--- config.mk ---
export PLATFORM = sky130hd
export DESIGN_NAME = mem_sweeper
export DESIGN_NICKNAME = d
export VERILOG_FILES = /design/src/rtl/mem_pkg.sv /design/src/rtl/sweep_addr_gen.sv /design/src/rtl/mem_sweeper.sv
export SDC_FILE = /design/constraint.sdc
export NUM_CORES = 1
export LEC_CHECK = 0
export CORE_MARGIN = 5
export CORE_UTILIZATION = 40
export DETAILED_ROUTE_END_ITERATION = 12
export PLACE_DENSITY = 0.72
export SYNTH_ARGS = -nofsm -noshare
export SYNTH_HDL_FRONTEND = slang
export SYNTH_SLANG_ARGS = --single-unit
--- constraint.sdc ---
create_clock -name clk -period 4.95 [get_ports clk]
set_clock_uncertainty 0.05 [all_clocks]
set_input_delay 0.7425 -clock clk [delete_from_list [all_inputs] [get_ports clk]]
set_output_delay 0.7425 -clock clk [all_outputs]
set_load 0.01 [all_outputs]
--- src/rtl/mem_pkg.sv ---
// Shared definitions for memory-side blocks: sweep FSM encoding, access modes
// and the default bus widths.
package mem_pkg;

  localparam logic [2:0] ST_IDLE  = 3'd0;
  localparam logic [2:0] ST_REQ   = 3'd1;
  localparam logic [2:0] ST_ACK   = 3'd2;
  localparam logic [2:0] ST_DONE  = 3'd3;
  localparam logic [2:0] ST_ERROR = 3'd4;

  localparam logic MODE_READ  = 1'b0;
  localparam logic MODE_WRITE = 1'b1;

  localparam int MEM_ADDR_W = 16;
  localparam int MEM_DATA_W = 8;

endpackage

--- src/rtl/sweep_addr_gen.sv ---
// Sweep address register: loads the first cell, steps modulo 2^ADDR_W and
// flags the last cell of the latched inclusive window.
module sweep_addr_gen #(
  parameter int ADDR_W = 16
) (
  input  logic              clk,
  input  logic              rst,
  input  logic              load,
  input  logic [ADDR_W-1:0] start_addr,
  input  logic [ADDR_W-1:0] end_addr,
  input  logic              inc,
  output logic [ADDR_W-1:0] addr,
  output logic              last
);

  logic [ADDR_W-1:0] end_q;

  // Natural wrap of the adder gives the all-ones -> 0 step of a full sweep.
  always_ff @(posedge clk or posedge rst) begin
    if (rst) begin
      addr  <= '0;
      end_q <= '0;
    end else if (load) begin
      addr  <= start_addr;
      end_q <= end_addr;
    end else if (inc) begin
      addr  <= addr + 1'b1;
    end
  end

  assign last = (addr == end_q);

endmodule

--- src/rtl/mem_sweeper.sv ---
// Programmable-window memory sweeper: read-scan with checksum or write-fill,
// one 4-phase request/response handshake per cell, with abort and timeout.
module mem_sweeper
  import mem_pkg::*;
#(
  parameter int ADDR_W  = MEM_ADDR_W,
  parameter int DATA_W  = MEM_DATA_W,
  parameter int CHK_W   = 16,
  parameter int TIMEOUT = 1023
) (
  input  logic              clk,
  input  logic              rst,
  input  logic              start,
  input  logic              mode,
  input  logic [ADDR_W-1:0] start_addr,
  input  logic [ADDR_W-1:0] end_addr,
  input  logic [DATA_W-1:0] fill_data,
  input  logic              abort,
  input  logic              memory_response,
  input  logic [DATA_W-1:0] memory_data_in,
  output logic [ADDR_W-1:0] locator_bus,
  output logic              memory_request,
  output logic              memory_mode,
  output logic [DATA_W-1:0] memory_data_out,
  output logic [DATA_W-1:0] data_out,
  output logic              data_valid,
  output logic [CHK_W-1:0]  checksum,
  output logic              busy,
  output logic              done,
  output logic              error
);

  localparam int TW = (TIMEOUT > 1) ? $clog2(TIMEOUT + 1) : 1;

  logic [2:0]        state;
  logic              launch;
  logic              mode_q;
  logic [DATA_W-1:0] fill_q;
  logic              abort_q;
  logic [TW-1:0]     timer;
  logic              idle_like;
  logic              load;
  logic              inc;
  logic              last;
  logic              finish;

  assign idle_like = (state == ST_IDLE) || (state == ST_DONE) || (state == ST_ERROR);
  assign load      = idle_like && start && !launch;
  assign finish    = last || abort_q || abort;
  assign inc       = (state == ST_ACK) && !memory_response && !finish;

  sweep_addr_gen #(.ADDR_W(ADDR_W)) u_addr (
    .clk        (clk),
    .rst        (rst),
    .load       (load),
    .start_addr (start_addr),
    .end_addr   (end_addr),
    .inc        (inc),
    .addr       (locator_bus),
    .last       (last)
  );

  // launch spends one cycle between sampling start and raising the request,
  // so done/error stay visible until REQ is actually entered.
  always_ff @(posedge clk or posedge rst) begin
    if (rst) begin
      state      <= ST_IDLE;
      launch     <= 1'b0;
      mode_q     <= MODE_READ;
      fill_q     <= '0;
      abort_q    <= 1'b0;
      timer      <= '0;
      data_out   <= '0;
      data_valid <= 1'b0;
      checksum   <= '0;
    end else begin
      data_valid <= 1'b0;
      case (state)
        ST_IDLE, ST_DONE, ST_ERROR: begin
          if (launch) begin
            state   <= ST_REQ;
            launch  <= 1'b0;
            timer   <= '0;
            abort_q <= 1'b0;
          end else if (start) begin
            launch   <= 1'b1;
            mode_q   <= mode;
            fill_q   <= fill_data;
            checksum <= '0;
          end
        end
        ST_REQ: begin
          abort_q <= abort_q | abort;
          if (memory_response) begin
            state <= ST_ACK;
            if (mode_q == MODE_READ) begin
              data_out   <= memory_data_in;
              data_valid <= 1'b1;
              checksum   <= checksum + CHK_W'(memory_data_in);
            end
          end else if ((TIMEOUT > 0) && (timer == TW'(TIMEOUT - 1))) begin
            state <= ST_ERROR;
          end else begin
            timer <= timer + 1'b1;
          end
        end
        ST_ACK: begin
          abort_q <= abort_q | abort;
          if (!memory_response) begin
            if (finish) begin
              state <= ST_DONE;
            end else begin
              state <= ST_REQ;
              timer <= '0;
            end
          end
        end
        default: state <= ST_IDLE;
      endcase
    end
  end

  assign memory_request  = (state == ST_REQ);
  assign memory_mode     = mode_q;
  assign memory_data_out = fill_q;
  assign busy            = (state == ST_REQ) || (state == ST_ACK);
  assign done            = (state == ST_DONE);
  assign error           = (state == ST_ERROR);

endmodule

==> results.json, run 1 <==
{
  "worst_slew_pin_slew_ns": 1.045,
  "synth_mux_area_frac": 0.01191,
  "fmax_ghz": 0.3343,
  "io_pins": 108,
  "critical_path_peak_fanout": 12,
  "cpPeakStageDelay_ns": 0.57,
  "synth_top_flop_cell": "dfrtp_1",
  "port_buffers": 107,
  "hold_end": "data_out[0]$_DFFE_PP0P_",
  "crit_slowest_cell": "clkdlybuf4s50_1",
  "seq_area_mm2": 0.002027,
  "min-delay-start": "data_out[0]$_DFFE_PP0P_",
  "rr_worst_depth": 8,
  "worstSetupPathType": "flip-flop to output pin",
  "clk_pin_slew_ns": 0.09,
  "cts_max_level": 3,
  "cp-start-kind": "flip-flop",
  "synth_compound_area_frac": 0.1333,
  "critPathArrivalTime_ns": 2.20,
  "min_period_ns": 2.991,
  "hold_violations": 0,
  "ys_ff_latch": 81,
  "synth.most_common_cell": "nand2_1",
  "async_flop_share": 1.000,
  "drive_gt1_frac": 0.05772,
  "slew_headroom": 0.2853,
  "via_per_inst": 5.199,
  "cp-end-kind": "output pin",
  "antenna_found_initial": 0,
  "die_height_um": 113.8,
  "grt_pass1_wl_um": 18240,
  "synthCells": 486,
  "ys_seq_area_frac": 0.4705,
  "clk_latency_ns": 0.35,
  "nets": 650,
  "syn_area_mm2": 0.004308,
  "tns_ns": 0,
  "leakagePower_nw": 2.459,
  "synthAdderAreaFrac": 0.03660,
  "status": "finished clean",
  "netlist.area_leader.share": 0.4705,
  "cts_resized": 0,
  "synth-simple-area-share": 0.2480,
  "internal_power_mw": 2.006,
  "cts_buffers": 9,
  "gp_congestion": 0.8900,
  "reg2reg_slack_ns": 2.14,
  "filler_cell_count": 954,
  "post_cts_buffers": 0,
  "vias": 3769,
  "clk_path_buf_depth": 2,
  "required_ns": 4.16,
  "yosysWarnings": 0,
  "synth-edff-count": 0,
  "drt-initial-drc-count": 186,
  "synth.distinct_cells": 56,
  "synth_nets": 552,
  "grt_usage": 0.1730,
  "min_path_type": "flip-flop to flip-flop",
  "num_rows": 37,
  "core_mm2": 0.01042,
  "cts_tree": "done",
  "dp_hpwl_um": 7858,
  "p_clk_frac": 0.179,
  "avgSynthCellArea_um2": 8.864,
  "die_x_um": 113.8,
  "area_growth_pct": 32.88,
  "drt-total-wl_um": 10940,
  "die-area_mm2": 0.01294,
  "dr.pass1.iters": 4,
  "swShare": 0.3928,
  "rr_endpoint": "checksum[12]$_DFFE_PP0P_",
  "grt_overflow": 0,
  "cts_hold_buffers": 0,
  "first_global_vias": 3863,
  "ir_drop_uv": 262.4,
  "ant_nets": 0,
  "maxCapViolCount": 0,
  "p_per_area_mw_per_mm2": 577.0,
  "synth_top_area_cell": "dfrtp_1",
  "synth_xor_area_frac": 0.06303,
  "start_util": 0.4136,
  "diodes": 0,
  "synthTopCellsByCount": "nand2_1, dfrtp_1, nor2_1",
  "synthTopCellsByArea": "dfrtp_1, nand2_1, xnor2_1",
  "synth_top_family_by_area": "simple AND/OR/NAND/NOR gates",
  "crit_chain": "or3b_1 -> inv_1 -> clkdlybuf4s50_1",
  "drv_slew": 0,
  "r2r-start": "state[0]$_DFFE_PP0P_",
  "wl_per_cell_um": 15.09,
  "p_comb_frac": 0.459,
  "multiInputGateArea_mm2": 0.002136,
  "fin_crit_sh": 0.6043,
  "p_seq_frac": 0.361,
  "grt_max_degree": 58,
  "root_buffer": "clkbuf_8",
  "remaining_drc_errors": 0,
  "p_sw_mw": 1.297,
  "rsz0062_at_grt": "no",
  "pre_cts_ws_ns": 1.628,
  "worst_slack_ns": 1.959,
  "setup_violations": 0,
  "holdPathStages": 2,
  "cts_sinks": 81
}
## routing by layer
| layer | GRT usage | wire length [µm] | vias up |
|---|---|---|---|
| li1 | - | - | 1877 |
| met3 | 0.04509 | 705 | 11 |
| met4 | 0.06730 | 171 | 0 |
| met1 | 0.2184 | 4841 | 1775 |
| met2 | 0.2846 | 5220 | 106 |
| met5 | 0 | 0 | - |
## power by group through the flow
| stage | sequential, mW | clock [mW] | combinational (mW) |
|---|---|---|---|
| after global placement | 1.20 | 0 | 1.50 |
| after CTS | 1.19 | 0.610 | 1.54 |
| final | 1.19 | 0.593 | 1.52 |
| after detailed placement | 1.20 | 0 | 1.53 |
| after floorplan | 1.20 | 0 | 0.894 |
| after global routing | 1.24 | 0.633 | 1.69 |
## how the worst max path moves through the flow
stage | cells after the start | from | endpoint
floorplan | 1 | rst | abort_q$_DFFE_PP0P_
global placement | 6 | memory_response | u_addr.addr[2]$_DFFE_PP0P_
detailed placement | 6 | memory_response | u_addr.addr[2]$_DFFE_PP0P_
CTS | 3 | state[0]$_DFFE_PP0P_ | memory_request
global route | 3 | state[0]$_DFFE_PP0P_ | memory_request
finish | 3 | state[0]$_DFFE_PP0P_ | memory_request
## critical path: cells and delay by family, from the launching register on
kind          cells  cell delay, ns
buf+inv           2            0.78
flops             1            0.53
simple gates      1            0.54
## state kept, by name, indices dropped and copies added (netlist names)
register / flops
timer: 10
memory_data_out: 8
checksum: 16
u_addr.addr: 16
launch: 1
data_valid: 1
u_addr.end_q: 16
data_out: 8
state: 3
memory_mode: 1
abort_q: 1
## layout make-up
type	count	area share
repair buffers	110	0.1910
clock buffers	10	0.02230
multi-input cells	369	0.3731
flip-flops and latches	81	0.3541
clock inverters	6	0.02011
inverters	13	0.009617
well taps	136	0.02973
## kinds of logic after synthesis
family,after synthesis
simple gates,236
mux,5
flops,81
fa+ha+maj,12
xor+xnor,31
compound gates,85
buf+inv,36
## per-stage QoR
step	hold slack [ns]	total power [mW]	instances	util	instance area, µm²
global placement	0.4078	2.694	709	0.5262	5482
CTS	0.4381	3.340	725	0.5496	5724
floorplan	0.3950	2.090	486	-	4308
global route	0.4636	3.563	725	0.5496	5724
finish	0.4392	3.303	725	0.5496	5724
detailed placement	0.4166	2.735	709	0.5262	5482
## cell usage in the layout, fill, tap and decap left out, types with 9 or more instances in the layout
master and n:
clkdlybuf4s50_1 107, nor3_1 11, ha_1 11, o21ai_0 27, nand2_1 130, nand4_1 13, xnor2_1 26, clkbuf_8 9
inv_1 11, nand3_1 17, dfrtp_1 81, nor2_1 28, a21oi_1 11
(Power assumes the default switching activity.)
==> run 2: changes to the inputs <==
clock period = 3 ns   (was 4.95 ns; I/O delays follow)
==> run 2 against run 1 <==
  * Sequential share of layout area fell by 0.34 points
  * Non-clock buffer count is 5 higher
  * Cell count up 0.69%
  * Count of clock-buffer cells in the layout rose by 1
  * Largest cell class unchanged
  * Total power up 66%
  * Largest power group unchanged
  * Register-to-register slack lost 1.8 ns
==> results.json, run 2 (synthesis gave the netlist of run 1 again) <==
{
  "drive_gt1_frac": 0.06397,
  "num_rows": 37,
  "die_x_um": 113.8,
  "grt_max_degree": 82,
  "die-area_mm2": 0.01294,
  "holdWs_ns": 0.4249,
  "holdPathStages": 2,
  "cpPeakStageDelay_ns": 0.56,
  "cts_sinks": 81,
  "cp-end-kind": "output pin",
  "leakagePower_nw": 2.492,
  "fmax_ghz": 0.3697,
  "cts_resized": 0,
  "clk_pin_slew_ns": 0.08,
  "worst_slew_pin_slew_ns": 0.7096,
  "area_growth_pct": 34.16,
  "via_per_inst": 5.271,
  "drt-initial-drc-count": 274,
  "crit_slowest_cell": "clkdlybuf4s50_1",
  "post_cts_buffers": 0,
  "fin_crit_sh": 0.9016,
  "fin_cells": 730,
  "hold_end": "data_out[7]$_DFFE_PP0P_",
  "hold_violations": 0,
  "grt_overflow": 0,
  "rr_endpoint": "checksum[12]$_DFFE_PP0P_",
  "ir_drop_uv": 436.8,
  "slew_headroom": 0.5219,
  "worstPathBufferInverterCount": 2,
  "cp-start-kind": "flip-flop",
  "status": "finished clean",
  "min_path_type": "flip-flop to flip-flop",
  "port_buffers": 107,
  "critical_path_peak_fanout": 12,
  "nets": 655,
  "layout_common_cells": "nand2_1, clkdlybuf4s50_1, dfrtp_1",
  "crit_chain": "or3b_1 -> inv_1 -> clkdlybuf4s50_1",
  "dr.pass1.iters": 5,
  "root_buffer": "clkbuf_8",
  "grt_usage": 0.1723,
  "largestRegisters": "checksum x16, u_addr.addr x16, u_addr.end_q x16",
  "die_height_um": 113.8,
  "ant_nets": 0,
  "min-delay-start": "data_out[7]$_DFFE_PP0P_",
  "start_util": 0.4136,
  "io_pins": 108,
  "pre_cts_ws_ns": 0.0004243,
  "diodes": 0,
  "seq_area_mm2": 0.002027,
  "antenna_found_initial": 0,
  "cts_max_level": 3,
  "critPathTopFamily": "buffers and inverters",
  "first_global_vias": 3800,
  "p_per_area_mw_per_mm2": 951.0,
  "cts_hold_buffers": 0,
  "required_ns": 2.50,
  "multiInputGateArea_mm2": 0.002136,
  "drv_slew": 0,
  "core_mm2": 0.01042,
  "worstSetupPathType": "flip-flop to output pin",
  "grt_pass1_wl_um": 18100,
  "drt-total-wl_um": 11010,
  "final_common_cell": "nand2_1",
  "p_total_mw": 5.496,
  "min_period_ns": 2.705,
  "maxCapViolCount": 0,
  "setup_violations": 0,
  "critPathArrivalTime_ns": 2.20,
  "remaining_drc_errors": 0,
  "gp_congestion": 0.8128,
  "dp_hpwl_um": 7987,
  "rsz0062_at_grt": "no",
  "cts_buffers": 9,
  "clk_path_buf_depth": 2,
  "reg2reg_slack_ns": 0.36,
  "vias": 3848,
  "cts_tree": "done",
  "worst_slack_ns": 0.2953,
  "tns_ns": 0,
  "rr_worst_depth": 7,
  "dp_cells": 714,
  "wl_per_cell_um": 15.09,
  "filler_cell_count": 949,
  "r2r-start": "state[0]$_DFFE_PP0P_",
  "clk_latency_ns": 0.34
}
## run 2: report_power, final
group / internal [mW] / switching [mW]
Clock: 0.554 / 0.398
Sequential: 1.51 / 0.467
Combinational: 1.28 / 1.28
Total: 3.35 / 2.15
## run 2: worst max-delay path by stage
stage / slack (ns) / endpoint / from / cells after the start
after global routing: 0.18 / checksum[6]$_DFFE_PP0P_ / memory_data_in[0] / 10
final: 0.30 / memory_request / state[0]$_DFFE_PP0P_ / 3
after detailed placement: 0.0004 / checksum[6]$_DFFE_PP0P_ / memory_data_in[0] / 10
after CTS: 0.29 / memory_request / state[0]$_DFFE_PP0P_ / 3
after floorplan: 0.42 / abort_q$_DFFE_PP0P_ / rst / 1
after global placement: 0.13 / checksum[6]$_DFFE_PP0P_ / memory_data_in[0] / 10
## run 2: tightest hold or removal path, cell delays in order (launching register included)
cell and delay, ns:
dfrtp_1 0.35, nand2_1 0.05, nand2_1 0.05
## run 2: layer usage
| metal | up-vias | GRT usage | share of wire |
|---|---|---|---|
| met5 | - | 0 | 0 |
| met3 | 16 | 0.04775 | 0.076 |
| met1 | 1805 | 0.2235 | 0.43 |
| met2 | 145 | 0.2780 | 0.47 |
| li1 | 1882 | - | - |
| met4 | 0 | 0.06017 | 0.020 |
## run 2: metrics by stage
stage / instance area [µm²] / utilization
CTS: 5779 / 0.5548
detailed placement: 5544 / 0.5323
global route: 5779 / 0.5548
global placement: 5544 / 0.5323
floorplan: 4308 / -
finish: 5779 / 0.5548
## run 2: final cells by class
class                      instances  area share
multi-input combinational        369      0.3696
tap                              136     0.02944
sequential                        81      0.3507
clock buffer                      11     0.02273
timing repair buffer             115      0.2000
inverter                          13    0.009526
clock inverter                     5     0.01797
==> run 3: changes to the inputs <==
PLACE_DENSITY = 0.67   (was 0.72)
SETUP_SLACK_MARGIN = 0.02   (was not set)
==> run 3 against run 2 <==
  * Combinational power about the same
  * Cell area did not move
  * Cell count is 0.41% higher
  * Global-route usage increased by 0.54 points
  * Non-clock buffer count is 4 higher
  * Clock power shrank 6.4%
  * Critical path type unchanged
  * Highest routed layer unchanged
==> results.json, run 3 (synthesis gave the netlist of run 1 again) <==
{
  "status": "finished clean",
  "nets": 659,
  "cp-end-kind": "output pin",
  "fin_util": 0.5548,
  "layout_common_cells": "nand2_1, clkdlybuf4s50_1, dfrtp_1",
  "grt_usage": 0.1777,
  "core_mm2": 0.01042,
  "grt_max_degree": 48,
  "tns_ns": 0,
  "min_path_type": "flip-flop to flip-flop",
  "critPathTopFamily": "buffers and inverters",
  "drive_gt1_frac": 0.07203,
  "cts_hold_buffers": 0,
  "start_util": 0.4136,
  "num_rows": 37,
  "rsz0062_at_grt": "no",
  "clk_path_buf_depth": 2,
  "diodes": 0,
  "post_cts_buffers": 0,
  "worst_slew_pin_slew_ns": 0.6840,
  "cpPeakStageDelay_ns": 0.57,
  "postPlaceCellArea_mm2": 0.005562,
  "critPathArrivalTime_ns": 2.27,
  "remaining_drc_errors": 0,
  "antenna_found_initial": 0,
  "cts_sinks": 81,
  "port_buffers": 107,
  "cp-start-kind": "flip-flop",
  "cts_max_level": 3,
  "die_height_um": 113.8,
  "p_per_area_mw_per_mm2": 944.9,
  "final_area_mm2": 0.005779,
  "crit_slowest_cell": "clkdlybuf4s50_1",
  "grt_overflow": 0,
  "cts_buffers": 9,
  "hold_violations": 0,
  "drv_slew": 0,
  "maxCapViolCount": 0,
  "leakagePower_nw": 2.494,
  "die-area_mm2": 0.01294,
  "min_period_ns": 2.768,
  "first_global_vias": 3904,
  "clk_pin_slew_ns": 0.09,
  "die_x_um": 113.8,
  "dp_hpwl_um": 8238,
  "area_growth_pct": 34.16,
  "cts_resized": 0,
  "fin_crit_sh": 0.9225,
  "drt-initial-drc-count": 239,
  "setup_violations": 0,
  "slew_headroom": 0.5392,
  "fmax_ghz": 0.3613,
  "drt-total-wl_um": 11210,
  "cts_tree": "done",
  "io_pins": 108,
  "root_buffer": "clkbuf_8",
  "dp_cells": 718,
  "worstPathBufferInverterCount": 2,
  "largestRegisters": "checksum x16, u_addr.addr x16, u_addr.end_q x16",
  "worstSetupPathType": "flip-flop to output pin",
  "grt_pass1_wl_um": 18770,
  "vias": 3839,
  "ant_nets": 0,
  "crit_chain": "or3b_1 -> inv_1 -> clkdlybuf4s50_1",
  "wl_per_cell_um": 15.30,
  "clk_latency_ns": 0.35,
  "required_ns": 2.50,
  "final_common_cell": "nand2_1",
  "gp_congestion": 0.8267,
  "ir_drop_uv": 406.4,
  "critical_path_peak_fanout": 12,
  "via_per_inst": 5.237,
  "fin_cells": 733,
  "dr.pass1.iters": 4
}
[run 3: changes by cell type in the layout (fill, tap and decap cells not counted), sizes merged]
| cell | change |
|---|---|
| clkbuf | -1 |
| bufinv | -1 |
| buf | +4 |
| clkinvlp | +2 |
| clkinv | -1 |
[run 3: report_power, final]
part	switching, mW	leakage, nW	internal [mW]
Sequential	0.469	1.03	1.51
Clock	0.406	0.104	0.486
Combinational	1.29	1.36	1.30
Total	2.16	2.49	3.30
[run 3: worst paths after layout]
check,depth (start not counted),end,from,slack (ns)
setup reg to reg,7,checksum[15]$_DFFE_PP0P_,state[0]$_DFFE_PP0P_,0.34
hold reg to reg,2,data_out[3]$_DFFE_PP0P_,data_out[3]$_DFFE_PP0P_,0.43
max in group asynchronous,3,memory_data_out[6]$_DFFE_PP0P_,rst,1.79
setup / recovery,3,memory_request,state[0]$_DFFE_PP0P_,0.23
hold / removal,2,data_out[3]$_DFFE_PP0P_,data_out[3]$_DFFE_PP0P_,0.43
min in group asynchronous,2,checksum[15]$_DFFE_PP0P_,rst,0.44
[run 3: routing by layer]
layer	wire length [µm]	vias to the layer above	global-route usage	share of wire
met4	95	0	0.04988	0.0085
met3	891	8	0.04721	0.079
li1	-	1894	-	-
met1	5086	1808	0.2352	0.45
met2	5140	129	0.2886	0.46
met5	0	-	0	0
[run 3: metrics by stage]
| stage | worst slack (ns) | total power, mW | hold WS, ns |
|---|---|---|---|
| after detailed placement | 0.06744 | 4.603 | 0.4124 |
| final | 0.2325 | 5.461 | 0.4284 |
| after global placement | 0.1172 | 4.532 | 0.4070 |
| after CTS | 0.2387 | 5.508 | 0.4336 |
| after global routing | 0.1209 | 5.888 | 0.4622 |
| after floorplan | 0.4199 | 3.449 | 0.3950 |
[run 3: cell type report]
type                    instances  area [µm²]
clock buffers                  10       137.6
clock inverters                 5       80.08
fillers                       976        4637
inverters                      13       55.05
multi-input cells             369        2136
flip-flops and latches         81        2027
well taps                     136       170.2
repair buffers                119        1174
[run 3: worst min-delay path, cell delays in order, from the launching register on]
cell and delay (ns):
dfrtp_1 0.35, nand2_1 0.05, nand2_1 0.05
